==> config.mk <==
export PLATFORM = sky130hd
export DESIGN_NAME = sobel_frame_ctrl_flat
export DESIGN_NICKNAME = d
export VERILOG_FILES = /design/src/rtl/sobel_pkg.sv /design/src/rtl/sobel_frame_ctrl_if.sv /design/src/rtl/pix_pos_cnt.sv /design/src/rtl/sobel_frame_ctrl.sv /design/src/flat_wrapper.sv
export SDC_FILE = /design/constraint.sdc
export NUM_CORES = 1
export LEC_CHECK = 0
export BUFFER_PORTS_ARGS = -buffer_cell sky130_fd_sc_hd__buf_2
export CORE_MARGIN = 5
export CORE_UTILIZATION = 35
export DETAILED_ROUTE_END_ITERATION = 6
export SYNTH_ARGS = -nofsm -noshare
export SYNTH_HDL_FRONTEND = slang
export SYNTH_SLANG_ARGS = --single-unit
==> constraint.sdc <==
create_clock -name tft_clk -period 4.8 [get_ports tft_clk]
set_input_delay 1.2 -clock tft_clk [delete_from_list [all_inputs] [get_ports tft_clk]]
set_output_delay 1.2 -clock tft_clk [all_outputs]
set_load 0.02 [all_outputs]
==> src/rtl/sobel_pkg.sv <==
// rtl/sobel_pkg.sv - shared types and constants for the Sobel frame sequencer
package sobel_pkg;

   typedef enum logic [1:0] {
      ST_IDLE   = 2'd0,
      ST_ACTIVE = 2'd1,
      ST_FLUSH  = 2'd2,
      ST_DONE   = 2'd3
   } state_e;

   localparam int          H_ACTIVE_DEF    = 640;
   localparam int          V_ACTIVE_DEF    = 480;
   localparam logic [7:0]  THRESH_INIT_DEF = 8'd64;
   localparam logic [15:0] FLUSH_PIX       = 16'h0000;

endpackage

==> src/rtl/sobel_frame_ctrl_if.sv <==
// rtl/sobel_frame_ctrl_if.sv - pixel, config and gray-stage signal bundle
interface sobel_frame_ctrl_if
   import sobel_pkg::*;
#(
   parameter int H_ACTIVE = H_ACTIVE_DEF,
   parameter int V_ACTIVE = V_ACTIVE_DEF
);
   localparam int COL_W = $clog2(H_ACTIVE);
   localparam int ROW_W = $clog2(V_ACTIVE + 1);

   logic             vsync_in;
   logic [15:0]      pix_data_in;
   logic             pix_flag_in;
   logic             cfg_we;
   logic [7:0]       cfg_thresh;
   logic [15:0]      gray_ip_data;
   logic             gray_ip_flag;
   logic [ROW_W-1:0] row;
   logic [COL_W-1:0] col;
   logic             win_valid;
   logic [7:0]       thresh_out;
   logic             busy;
   logic             frame_done;
   logic             err_short;
   logic             err_extra;

   modport master (
      output vsync_in, pix_data_in, pix_flag_in, cfg_we, cfg_thresh,
      input  gray_ip_data, gray_ip_flag, row, col, win_valid, thresh_out,
             busy, frame_done, err_short, err_extra
   );

   modport slave (
      input  vsync_in, pix_data_in, pix_flag_in, cfg_we, cfg_thresh,
      output gray_ip_data, gray_ip_flag, row, col, win_valid, thresh_out,
             busy, frame_done, err_short, err_extra
   );

endinterface

==> src/rtl/pix_pos_cnt.sv <==
// rtl/pix_pos_cnt.sv - column/row position counter with clear and increment
module pix_pos_cnt #(
   parameter int H_ACTIVE = 640,
   parameter int V_ACTIVE = 480,
   parameter int COL_W    = $clog2(H_ACTIVE),
   parameter int ROW_W    = $clog2(V_ACTIVE + 1)
) (
   input  logic             clk_i,
   input  logic             rst_ni,
   input  logic             clr_i,
   input  logic             inc_i,
   output logic [COL_W-1:0] col_o,
   output logic [ROW_W-1:0] row_o
);
   localparam logic [COL_W-1:0] COL_LAST = COL_W'(H_ACTIVE - 1);
   localparam logic [ROW_W-1:0] ROW_MAX  = ROW_W'(V_ACTIVE);

   logic [COL_W-1:0] col_q, col_d, col_base;
   logic [ROW_W-1:0] row_q, row_d, row_base;

   // Clear and increment can coincide: the position after is (0,1).
   // Row stops at V_ACTIVE so the trailing flush pixel cannot overflow it.
   always_comb begin
      col_base = clr_i ? '0 : col_q;
      row_base = clr_i ? '0 : row_q;
      col_d    = col_base;
      row_d    = row_base;
      if (inc_i) begin
         if (col_base == COL_LAST) begin
            col_d = '0;
            if (row_base != ROW_MAX) row_d = row_base + 1'b1;
         end else begin
            col_d = col_base + 1'b1;
         end
      end
   end

   // Position registers.
   always_ff @(posedge clk_i or negedge rst_ni) begin
      if (!rst_ni) begin
         col_q <= '0;
         row_q <= '0;
      end else begin
         col_q <= col_d;
         row_q <= row_d;
      end
   end

   assign col_o = col_base;
   assign row_o = row_base;

endmodule

==> src/rtl/sobel_frame_ctrl.sv <==
// rtl/sobel_frame_ctrl.sv - frame sequencer feeding the Sobel gray stage
module sobel_frame_ctrl
   import sobel_pkg::*;
#(
   parameter int         H_ACTIVE    = H_ACTIVE_DEF,
   parameter int         V_ACTIVE    = V_ACTIVE_DEF,
   parameter logic [7:0] THRESH_INIT = THRESH_INIT_DEF
) (
   input  logic               tft_clk,
   input  logic               tft_rst,
   sobel_frame_ctrl_if.slave  bus
);
   localparam int COL_W = $clog2(H_ACTIVE);
   localparam int ROW_W = $clog2(V_ACTIVE + 1);
   localparam int CNT_W = $clog2(H_ACTIVE * V_ACTIVE + H_ACTIVE + 2);
   localparam logic [CNT_W-1:0] WIN_FIRST  = CNT_W'(H_ACTIVE + 1);
   localparam logic [CNT_W-1:0] FLUSH_LAST = CNT_W'(H_ACTIVE * V_ACTIVE + H_ACTIVE);
   localparam logic [COL_W-1:0] COL_LAST   = COL_W'(H_ACTIVE - 1);
   localparam logic [ROW_W-1:0] ROW_LAST   = ROW_W'(V_ACTIVE - 1);

   state_e           state_q, state_d;
   logic             pend_q, pend_d;
   logic [7:0]       shadow_q, shadow_d, thresh_q, thresh_d;
   logic [CNT_W-1:0] cnt_q, cnt_d, emit_idx;
   logic [15:0]      data_q, data_d, emit_data;
   logic             flag_q, flag_d, win_q, win_d;
   logic [ROW_W-1:0] row_q, row_d, pos_row, emit_row;
   logic [COL_W-1:0] col_q, col_d, pos_col, emit_col;
   logic             busy_q, busy_d, done_q, done_d;
   logic             err_s_q, err_s_d, err_x_q, err_x_d;
   logic             emit, clr, load_thr, last_pix;

   // Position of the next pixel to be emitted, shared by ACTIVE and FLUSH.
   pix_pos_cnt #(
      .H_ACTIVE (H_ACTIVE),
      .V_ACTIVE (V_ACTIVE),
      .COL_W    (COL_W),
      .ROW_W    (ROW_W)
   ) u_pos (
      .clk_i  (tft_clk),
      .rst_ni (tft_rst),
      .clr_i  (clr),
      .inc_i  (emit),
      .col_o  (pos_col),
      .row_o  (pos_row)
   );

   assign last_pix = (pos_row == ROW_LAST) && (pos_col == COL_LAST);

   // State register.
   always_ff @(posedge tft_clk or negedge tft_rst) begin
      if (!tft_rst) state_q <= ST_IDLE;
      else          state_q <= state_d;
   end

   // Next state: a restart vsync in ACTIVE keeps us in ACTIVE.
   always_comb begin
      state_d = state_q;
      case (state_q)
         ST_IDLE:   if (bus.vsync_in || pend_q) state_d = ST_ACTIVE;
         ST_ACTIVE: if (!bus.vsync_in && bus.pix_flag_in && last_pix) state_d = ST_FLUSH;
         ST_FLUSH:  if (cnt_q == FLUSH_LAST) state_d = ST_DONE;
         ST_DONE:   state_d = ST_IDLE;
         default:   state_d = ST_IDLE;
      endcase
   end

   // Per-state controls and next values of every registered output.
   always_comb begin
      emit      = 1'b0;
      clr       = 1'b0;
      load_thr  = 1'b0;
      emit_data = bus.pix_data_in;
      err_s_d   = 1'b0;
      err_x_d   = 1'b0;
      pend_d    = pend_q;
      case (state_q)
         ST_IDLE: begin
            err_x_d = bus.pix_flag_in;
            if (bus.vsync_in || pend_q) begin
               clr      = 1'b1;
               load_thr = 1'b1;
               pend_d   = 1'b0;
            end
         end
         ST_ACTIVE: begin
            emit = bus.pix_flag_in;
            if (bus.vsync_in) begin
               clr      = 1'b1;
               load_thr = 1'b1;
               err_s_d  = 1'b1;
            end
         end
         ST_FLUSH: begin
            emit      = 1'b1;
            emit_data = FLUSH_PIX;
            err_x_d   = bus.pix_flag_in;
            if (bus.vsync_in) pend_d = 1'b1;
         end
         default: begin
            err_x_d = bus.pix_flag_in;
            if (bus.vsync_in) pend_d = 1'b1;
         end
      endcase
      emit_idx = clr ? '0 : cnt_q;
      emit_row = clr ? '0 : pos_row;
      emit_col = clr ? '0 : pos_col;
      cnt_d    = emit_idx + CNT_W'(emit);
      flag_d   = emit;
      data_d   = emit ? emit_data : 16'h0000;
      row_d    = emit ? emit_row : row_q;
      col_d    = emit ? emit_col : col_q;
      win_d    = emit && (emit_idx >= WIN_FIRST);
      shadow_d = bus.cfg_we ? bus.cfg_thresh : shadow_q;
      thresh_d = load_thr ? shadow_d : thresh_q;
      busy_d   = (state_d != ST_IDLE);
      done_d   = (state_q == ST_DONE);
   end

   // Datapath and output registers.
   always_ff @(posedge tft_clk or negedge tft_rst) begin
      if (!tft_rst) begin
         pend_q   <= 1'b0;
         shadow_q <= THRESH_INIT;
         thresh_q <= THRESH_INIT;
         cnt_q    <= '0;
         data_q   <= '0;
         flag_q   <= 1'b0;
         row_q    <= '0;
         col_q    <= '0;
         win_q    <= 1'b0;
         busy_q   <= 1'b0;
         done_q   <= 1'b0;
         err_s_q  <= 1'b0;
         err_x_q  <= 1'b0;
      end else begin
         pend_q   <= pend_d;
         shadow_q <= shadow_d;
         thresh_q <= thresh_d;
         cnt_q    <= cnt_d;
         data_q   <= data_d;
         flag_q   <= flag_d;
         row_q    <= row_d;
         col_q    <= col_d;
         win_q    <= win_d;
         busy_q   <= busy_d;
         done_q   <= done_d;
         err_s_q  <= err_s_d;
         err_x_q  <= err_x_d;
      end
   end

   assign bus.gray_ip_data = data_q;
   assign bus.gray_ip_flag = flag_q;
   assign bus.row          = row_q;
   assign bus.col          = col_q;
   assign bus.win_valid    = win_q;
   assign bus.thresh_out   = thresh_q;
   assign bus.busy         = busy_q;
   assign bus.frame_done   = done_q;
   assign bus.err_short    = err_s_q;
   assign bus.err_extra    = err_x_q;

endmodule

==> src/flat_wrapper.sv <==
// flat-port wrapper written by rule: the top's interface ports become plain ports
module sobel_frame_ctrl_flat import sobel_pkg::*;
#(
   parameter int         H_ACTIVE    = H_ACTIVE_DEF,
   parameter int         V_ACTIVE    = V_ACTIVE_DEF,
   parameter logic [7:0] THRESH_INIT = THRESH_INIT_DEF
)
  (tft_clk, tft_rst, bus_vsync_in, bus_pix_data_in, bus_pix_flag_in, bus_cfg_we, bus_cfg_thresh, bus_gray_ip_data, bus_gray_ip_flag, bus_row, bus_col, bus_win_valid, bus_thresh_out, bus_busy, bus_frame_done, bus_err_short, bus_err_extra);
  sobel_frame_ctrl_if #(.H_ACTIVE(H_ACTIVE), .V_ACTIVE(V_ACTIVE)) bus_i ();
  input  logic tft_clk;
  input  logic tft_rst;
  input wire logic [$bits(bus_i.vsync_in)-1:0] bus_vsync_in;
  input wire logic [$bits(bus_i.pix_data_in)-1:0] bus_pix_data_in;
  input wire logic [$bits(bus_i.pix_flag_in)-1:0] bus_pix_flag_in;
  input wire logic [$bits(bus_i.cfg_we)-1:0] bus_cfg_we;
  input wire logic [$bits(bus_i.cfg_thresh)-1:0] bus_cfg_thresh;
  output wire logic [$bits(bus_i.gray_ip_data)-1:0] bus_gray_ip_data;
  output wire logic [$bits(bus_i.gray_ip_flag)-1:0] bus_gray_ip_flag;
  output wire logic [$bits(bus_i.row)-1:0] bus_row;
  output wire logic [$bits(bus_i.col)-1:0] bus_col;
  output wire logic [$bits(bus_i.win_valid)-1:0] bus_win_valid;
  output wire logic [$bits(bus_i.thresh_out)-1:0] bus_thresh_out;
  output wire logic [$bits(bus_i.busy)-1:0] bus_busy;
  output wire logic [$bits(bus_i.frame_done)-1:0] bus_frame_done;
  output wire logic [$bits(bus_i.err_short)-1:0] bus_err_short;
  output wire logic [$bits(bus_i.err_extra)-1:0] bus_err_extra;
  assign bus_i.vsync_in = bus_vsync_in;
  assign bus_i.pix_data_in = bus_pix_data_in;
  assign bus_i.pix_flag_in = bus_pix_flag_in;
  assign bus_i.cfg_we = bus_cfg_we;
  assign bus_i.cfg_thresh = bus_cfg_thresh;
  assign bus_gray_ip_data = bus_i.gray_ip_data;
  assign bus_gray_ip_flag = bus_i.gray_ip_flag;
  assign bus_row = bus_i.row;
  assign bus_col = bus_i.col;
  assign bus_win_valid = bus_i.win_valid;
  assign bus_thresh_out = bus_i.thresh_out;
  assign bus_busy = bus_i.busy;
  assign bus_frame_done = bus_i.frame_done;
  assign bus_err_short = bus_i.err_short;
  assign bus_err_extra = bus_i.err_extra;
  sobel_frame_ctrl #(.H_ACTIVE(H_ACTIVE), .V_ACTIVE(V_ACTIVE), .THRESH_INIT(THRESH_INIT)) u_core (.tft_clk(tft_clk), .tft_rst(tft_rst), .bus(bus_i));
endmodule
==> results of run 1 <==
## kinds of logic (layout without fill, tap and decap cells)
logic type               count (synthesis)  count (layout)  share of synthesized area, %
AO/OA/AOI/OAI                           80              80                          12.6
XOR/XNOR                                16              16                          3.19
adder cells (fa/ha/maj)                 10              10                          2.85
buffers and inverters                   32             112                          2.76
flip-flops                              98              98                          55.9
multiplexers                            12              12                          2.99
AND/OR/NAND/NOR                        163             163                          19.7
## where the power goes
group / internal, mW / switching (mW) / leakage [nW] / total, mW
Clock: 0.464 / 0.291 / 0.151 / 0.755
Sequential: 0.929 / 0.0471 / 1.32 / 0.976
Combinational: 0.187 / 0.443 / 1.08 / 0.630
## metrics by stage
step | power [mW] | setup slack [ns] | area, um2
after floorplan | 1.39 | 1.36 | 4390
after global placement | 1.62 | 1.01 | 4980
after detailed placement | 1.63 | 0.879 | 4980
after CTS | 2.40 | 1.05 | 5290
after global routing | 2.51 | 0.742 | 5290
final | 2.36 | 1.05 | 5290
## cells in the final DEF (no fill, tap or decap), drive strengths merged, types with 10 or more instances in the layout
cell / count
dfrtp: 96
buf: 84
nand2: 58
and2: 21
nor2: 17
o21ai: 17
a21oi: 16
nand3: 15
inv: 14
nand4: 12
clkbuf: 11
a22o: 10
ha: 10
## layer usage
metal	share of wire, %	up-vias	global-route usage [%]	wire (um)
met5	0	-	0	0
met1	45	1654	18.9	4550
met2	46	106	22.5	4720
met3	6.7	17	3.44	680
met4	2.0	0	7.00	206
li1	-	1634	-	-
## sequential cells by signal, summed over array words and instances (netlist names), 2 cells and up
name and flops:
u_core.bus.col 10, u_core.bus.gray_ip_data 16, u_core.bus.row 9, u_core.bus.thresh_out 8, u_core.cnt_q 19, u_core.shadow_q 8
u_core.state_q 2, u_core.u_pos.col_q 10, u_core.u_pos.row_q 9
## worst paths after layout
kind / cells past startpoint / startpoint / to
max in group asynchronous: 2 / tft_rst / u_core.bus.gray_ip_data[0]
worst min register to register: 2 / u_core.bus.thresh_out[6] / u_core.bus.thresh_out[6]
worst max register to register: 10 / u_core.state_q[1] / u_core.u_pos.row_q[6]
worst max-delay path: 10 / u_core.state_q[1] / u_core.u_pos.row_q[6]
min in group asynchronous: 1 / tft_rst / u_core.bus.thresh_out[7]
worst min-delay path: 2 / u_core.bus.thresh_out[6] / u_core.bus.thresh_out[6]
## worst max-delay path, cell delays in order (launching register included)
cell and delay [ns]:
dfrtp_1 0.45, inv_1 0.12, ha_1 0.31, a21oi_1 0.51
o21ai_0 0.33, inv_1 0.21, ha_1 0.22, nand4b_1 0.16
or3_1 0.63, or4_1 0.58, a21oi_1 0.15
## final cells by class
cell class              count  area share, %
repair buffers             84           8.33
well taps                 172           4.07
clock buffers              11           4.59
multi-input cells         281           34.3
clock inverters             3           1.23
flip-flops and latches     98           46.4
inverters                  14          0.994
==> metrics, run 1 <==
RD Place Congestion 0.840; area leader, netlist dfrtp_1; H-tree Lvls 3; Initial Utilization 35.2%; startpoint type of the worst setup path flop; R2R Setup Slk 1.05 ns; Arrival @ worst endpoint 4.01 ns; initial antenna violation count 0; synthesized area per cell 10.7 um2; TritonCTS Buffers 9; status completed; DRC Markers 0; 1st-iter DRT viols 149; GRT Residual Overflow 0; Peak Freq 267 MHz; Clock Sink Count 98; Non-Filler Instances 663; number of flops mapped to enable cells by yosys 0; CTS root buffer clkbuf_16; setup violators final 0; Reg area 0.00245 mm2; worst slew pin tran 0.938 ns; synthesis-to-finish area growth 20.4%; Worst VDD drop 0.189 mV; # Max-Cap Violations 0; vias in the first global route 3392; DR vias 3411; dpl hpwl 7.01 mm; fin crit period 3.75 ns; Post-Syn Area 0.00439 mm2; Main synth FF type dfrtp_1; vias per cell 5.14; area of the multi-input gates 0.00182 mm2; Slew HR 37.5%; synth top area cells dfrtp_1, nand2_1, and2_1; Final period util 78.1%; area of the die 0.0149 mm2; Final ANT Viol Nets 0; endpoints failing hold 0; # placed instances 649; Util after Layout 42.4%; synthesized instance count 411; PortBufs 77; Max Slew Vio Count 0; post-synthesis sequential area ratio 55.9%; LEAKAGE 2.55 nW; WL final 10.2 mm; largest net degree at the start of global routing 75; Clock Path Buffers 2; synthesized flop and latch total 98; # resized after CTS 0; top cells by count, synth dfrtp_1, nand2_1, and2_1; Critical Path Fanout Max 16; first-pass GRT wire length 16.8 mm; asr flop ratio synth 100%; clk_skew 0.00467 ns; GRT Overall Usage 14.4%; share of cells above drive strength 1 22.6%; RSZ-0062 raised after global routing no; dominant cell by count in the synthesized netlist dfrtp_1; cell area power density 447 mW/mm2; final hold slack 0.458 ns; CP required 5.06 ns; floorplan row count 41; post-CTS setup buffer count 0; Clock Pin Slew Worst Setup and Hold Paths 0.06 ns; Distinct cells, synth 48; Final #Nets 527; Synth warnings 0; I/O pin cnt 78; TritonCTS clock tree built; worst-skew pair later-pin latency 0.34 ns; Ant. Diodes 0; worst hold path type flop to flop; Syn Nets 450; top-area cell type share of the netlist area 54.7%; critical path class flop to flop; Post-Route Setup TNS 0 ns; Filler cells 1235; die extent in x 122 um; die height 122 um; core region area 0.0125 mm2; DRT Pass-1 Iters 4; WL per Instance 15.3 um; CP Capture Type flop; hold buffers post-CTS 0
(Power assumes the default switching activity.)
==> inputs of run 2 (changes only) <==
ABC_AREA = 1   (was default)
clock period = 3.45 ns   (was 4.8 ns; I/O delays follow)
==> run 2 against run 1 <==
- first-iteration DRC count up 73%
- die area increased by 3.6%
- sequential share of layout area shrank 1.2 points
==> metrics, run 2 <==
RSZ-0062 raised after global routing no (unchanged); synthesized flop and latch total 98 (unchanged); die extent in x 124 um (was 122 um); synth top area cells dfrtp_1, nand2_1, inv_1 (was dfrtp_1, nand2_1, and2_1); vias per cell 4.57 (was 5.14); largest net degree at the start of global routing 99 (was 75); first-pass GRT wire length 16.5 mm (was 16.8 mm); Slew HR 64.6% (was 37.5%); hold path startpoint u_core.bus.thresh_out[5] (was u_core.bus.thresh_out[6]); worst hold path type flop to flop (unchanged); setup violators final 0 (unchanged); commonest non-fill, non-tap cell in the layout nand2_1 (was dfrtp_1); startpoint type of the worst setup path flop (unchanged); Reg2Reg Depth 19 (was 10); TritonCTS Buffers 9 (unchanged); top-area cell type share of the netlist area 52.6% (was 54.7%); number of flops mapped to enable cells by yosys 0 (unchanged); top cells by count, synth nand2_1, dfrtp_1, inv_1 (was dfrtp_1, nand2_1, and2_1); initial antenna violation count 0 (unchanged); most frequent cells in the layout nand2_1, dfrtp_1, buf_2 (was dfrtp_1, buf_2, nand2_1); GRT Residual Overflow 0 (unchanged); Worst VDD drop 0.279 mV (was 0.189 mV); worst slew pin tran 0.531 ns (was 0.938 ns); Critical Path Fanout Max 20 (was 16); post-CTS setup buffer count 0 (unchanged); area leader, netlist dfrtp_1 (unchanged); DRC Markers 0 (unchanged); cell area power density 458 mW/mm2 (was 447 mW/mm2); CP startpoint u_core.state_q[1] (unchanged); hold buffers post-CTS 0 (unchanged); clk_skew 0.00832 ns (was 0.00467 ns); Min-Delay Path Depth 2 (unchanged); Combinational Power Share 10.8% (was 26.7%); critical path class flop to flop (unchanged); Max Slew Vio Count 0 (unchanged); most flop-heavy register u_core.cnt_q (unchanged); Post-Syn Area 0.00456 mm2 (was 0.00439 mm2); met3 WL 484 um (was 680 um); Switch Pwr 0.659 mW (was 0.781 mW); floorplan row count 41 (unchanged); Switching Fraction 26.5% (was 33.1%); synthesized area per cell 8.76 um2 (was 10.7 um2); share of cells above drive strength 1 22.4% (was 22.6%); status completed (unchanged); core region area 0.0127 mm2 (was 0.0125 mm2); Clock Sink Count 98 (unchanged); LEAKAGE 2.90 nW (was 2.55 nW); Hold EP u_core.bus.thresh_out[5] (was u_core.bus.thresh_out[6]); # Max-Cap Violations 0 (unchanged); worst-skew pair later-pin latency 0.35 ns (was 0.34 ns); met2 wire length 4.62 mm (was 4.72 mm); # resized after CTS 0 (unchanged); worst r2r src u_core.state_q[1] (unchanged); RD Place Congestion 0.886 (was 0.840); 1st-iter DRT viols 258 (was 149); max reg flops 19 (unchanged); Final period util 82.2% (was 78.1%); PortBufs 77 (unchanged); Filler cells 1317 (was 1235); R2R Setup Slk 0.62 ns (was 1.05 ns); asr flop ratio synth 100% (unchanged); FF-to-FF End u_core.u_pos.row_q[6] (unchanged); WL final 9.94 mm (was 10.2 mm); CP Capture Type flop (unchanged); DRT Pass-1 Iters 5 (was 4); Post-Route Setup TNS 0 ns (unchanged); synthesis-to-finish area growth 18.9% (was 20.4%); area of the die 0.0154 mm2 (was 0.0149 mm2); dpl hpwl 7.12 mm (was 7.01 mm); Clock Pin Slew Worst Setup and Hold Paths 0.07 ns (was 0.06 ns); endpoints failing hold 0 (unchanged); Top Layer Used met4 (unchanged); Seq pwr share 50.8% (was 41.3%); Metal-1 WL 4.71 mm (was 4.55 mm); final std cell area, no fill 0.00543 mm2 (was 0.00529 mm2); fin crit period 2.83 ns (was 3.75 ns); Peak Freq 353 MHz (was 267 MHz); Ant. Diodes 0 (unchanged); H-tree Lvls 3 (unchanged); Area after DPL 0.00514 mm2 (was 0.00498 mm2); Synth warnings 0 (unchanged); CTS root buffer clkbuf_16 (unchanged); Distinct cells, synth 32 (was 48); Clock Path Buffers 2 (unchanged); Initial Utilization 35.9% (was 35.2%); P_int 1.82 mW (was 1.58 mW); Syn Nets 560 (was 450); post-synthesis sequential area ratio 53.8% (was 55.9%); vias in the first global route 3445 (was 3392); WL per Instance 12.8 um (was 15.3 um); DR vias 3559 (was 3411); GRT Overall Usage 13.8% (was 14.4%); Final #Nets 640 (was 527); Final ANT Viol Nets 0 (unchanged); Arrival @ worst endpoint 3.07 ns (was 4.01 ns); Clk pwr share 38.4% (was 32.0%); I/O pin cnt 78 (unchanged); synthesized instance count 521 (was 411); CP required 3.69 ns (was 5.06 ns); Main synth FF type dfrtp_1 (unchanged); Util after Layout 42.6% (was 42.4%); dominant cell by count in the synthesized netlist nand2_1 (was dfrtp_1); TritonCTS clock tree built (unchanged); die height 124 um (was 122 um)
==> run 2: cell types whose count changed after synthesis, moves of 9 or more <==
cell	before	now
a21oi_1	16	6
nand2_1	58	163
and2_1	21	0
inv_1	14	52
xor2_1	9	20
nor2_1	17	51
or4_1	9	0
a22o_1	10	0
==> run 2: cells by family after synthesis <==
group | Yosys count | synth area share, %
multiplexers | 8 | 1.97
adder cells (fa/ha/maj) | 10 | 2.74
AND/OR/NAND/NOR | 281 | 27.4
buffers and inverters | 73 | 6.61
flip-flops | 98 | 53.8
XOR/XNOR | 23 | 4.41
AO/OA/AOI/OAI | 28 | 3.10
==> run 2: layer usage <==
metal | up-vias | global-route usage (%)
met1 | 1666 | 19.1
li1 | 1790 | -
met4 | 0 | 4.31
met5 | - | 0
met2 | 89 | 21.0
met3 | 14 | 3.91
==> run 2: cell type report <==
cell class / count / area, um2 / area share (%)
Clock buffer: 11 / 243 / 4.47
Clock inverter: 5 / 37.5 / 0.692
Inverter: 59 / 221 / 4.08
Multi-Input combinational cell: 350 / 1810 / 33.3
Sequential cell: 98 / 2450 / 45.2
Tap cell: 172 / 215 / 3.97
Timing Repair Buffer: 83 / 445 / 8.21
==> run 2: how the worst max path moves through the flow <==
stage / to / slack (ns) / cells past startpoint
floorplan: u_core.cnt_q[12] / 0.32 / 19
global placement: u_core.u_pos.row_q[6] / 0.51 / 18
detailed placement: u_core.u_pos.row_q[6] / 0.43 / 18
CTS: u_core.u_pos.row_q[6] / 0.61 / 19
global route: u_core.u_pos.row_q[6] / 0.32 / 19
finish: u_core.u_pos.row_q[6] / 0.62 / 19
==> run 2: power groups by stage <==
stage	registers, mW	logic, mW	clock network (mW)
6_report	1.26	0.267	0.954
5_1_grt	1.27	0.301	1.03
3_3_place_gp	1.28	0.266	0
2_1_floorplan	1.32	0.124	0
4_1_cts	1.26	0.273	0.985
3_5_place_dp	1.28	0.272	0
==> run 2: metrics by stage <==
| stage | hold slack [ns] | power (mW) | worst slack (ns) | instances |
|---|---|---|---|---|
| 6_report | 0.476 | 2.48 | 0.615 | 778 |
| 5_1_grt | 0.495 | 2.60 | 0.322 | 778 |
| 4_1_cts | 0.482 | 2.52 | 0.613 | 778 |
| 3_5_place_dp | 0.463 | 1.55 | 0.428 | 762 |
| 3_3_place_gp | 0.458 | 1.55 | 0.508 | 762 |
| 2_1_floorplan | 0.472 | 1.44 | 0.325 | 521 |
==> run 2: critical path: stages (launching register included) <==
cell     delay (ns)
dfrtp_1        0.40
inv_1          0.11
ha_1           0.28
inv_1          0.11
nand2_2        0.07
nand3_4        0.22
nand2_1        0.14
inv_1          0.08
ha_1           0.17
nand2_1        0.10
nor2_1         0.12
nand3_1        0.09
nor2_2         0.20
inv_2          0.11
nor2_4         0.16
inv_2          0.08
nor2_4         0.11
nand2_1        0.06
nand2_1        0.05
nand2_1        0.04
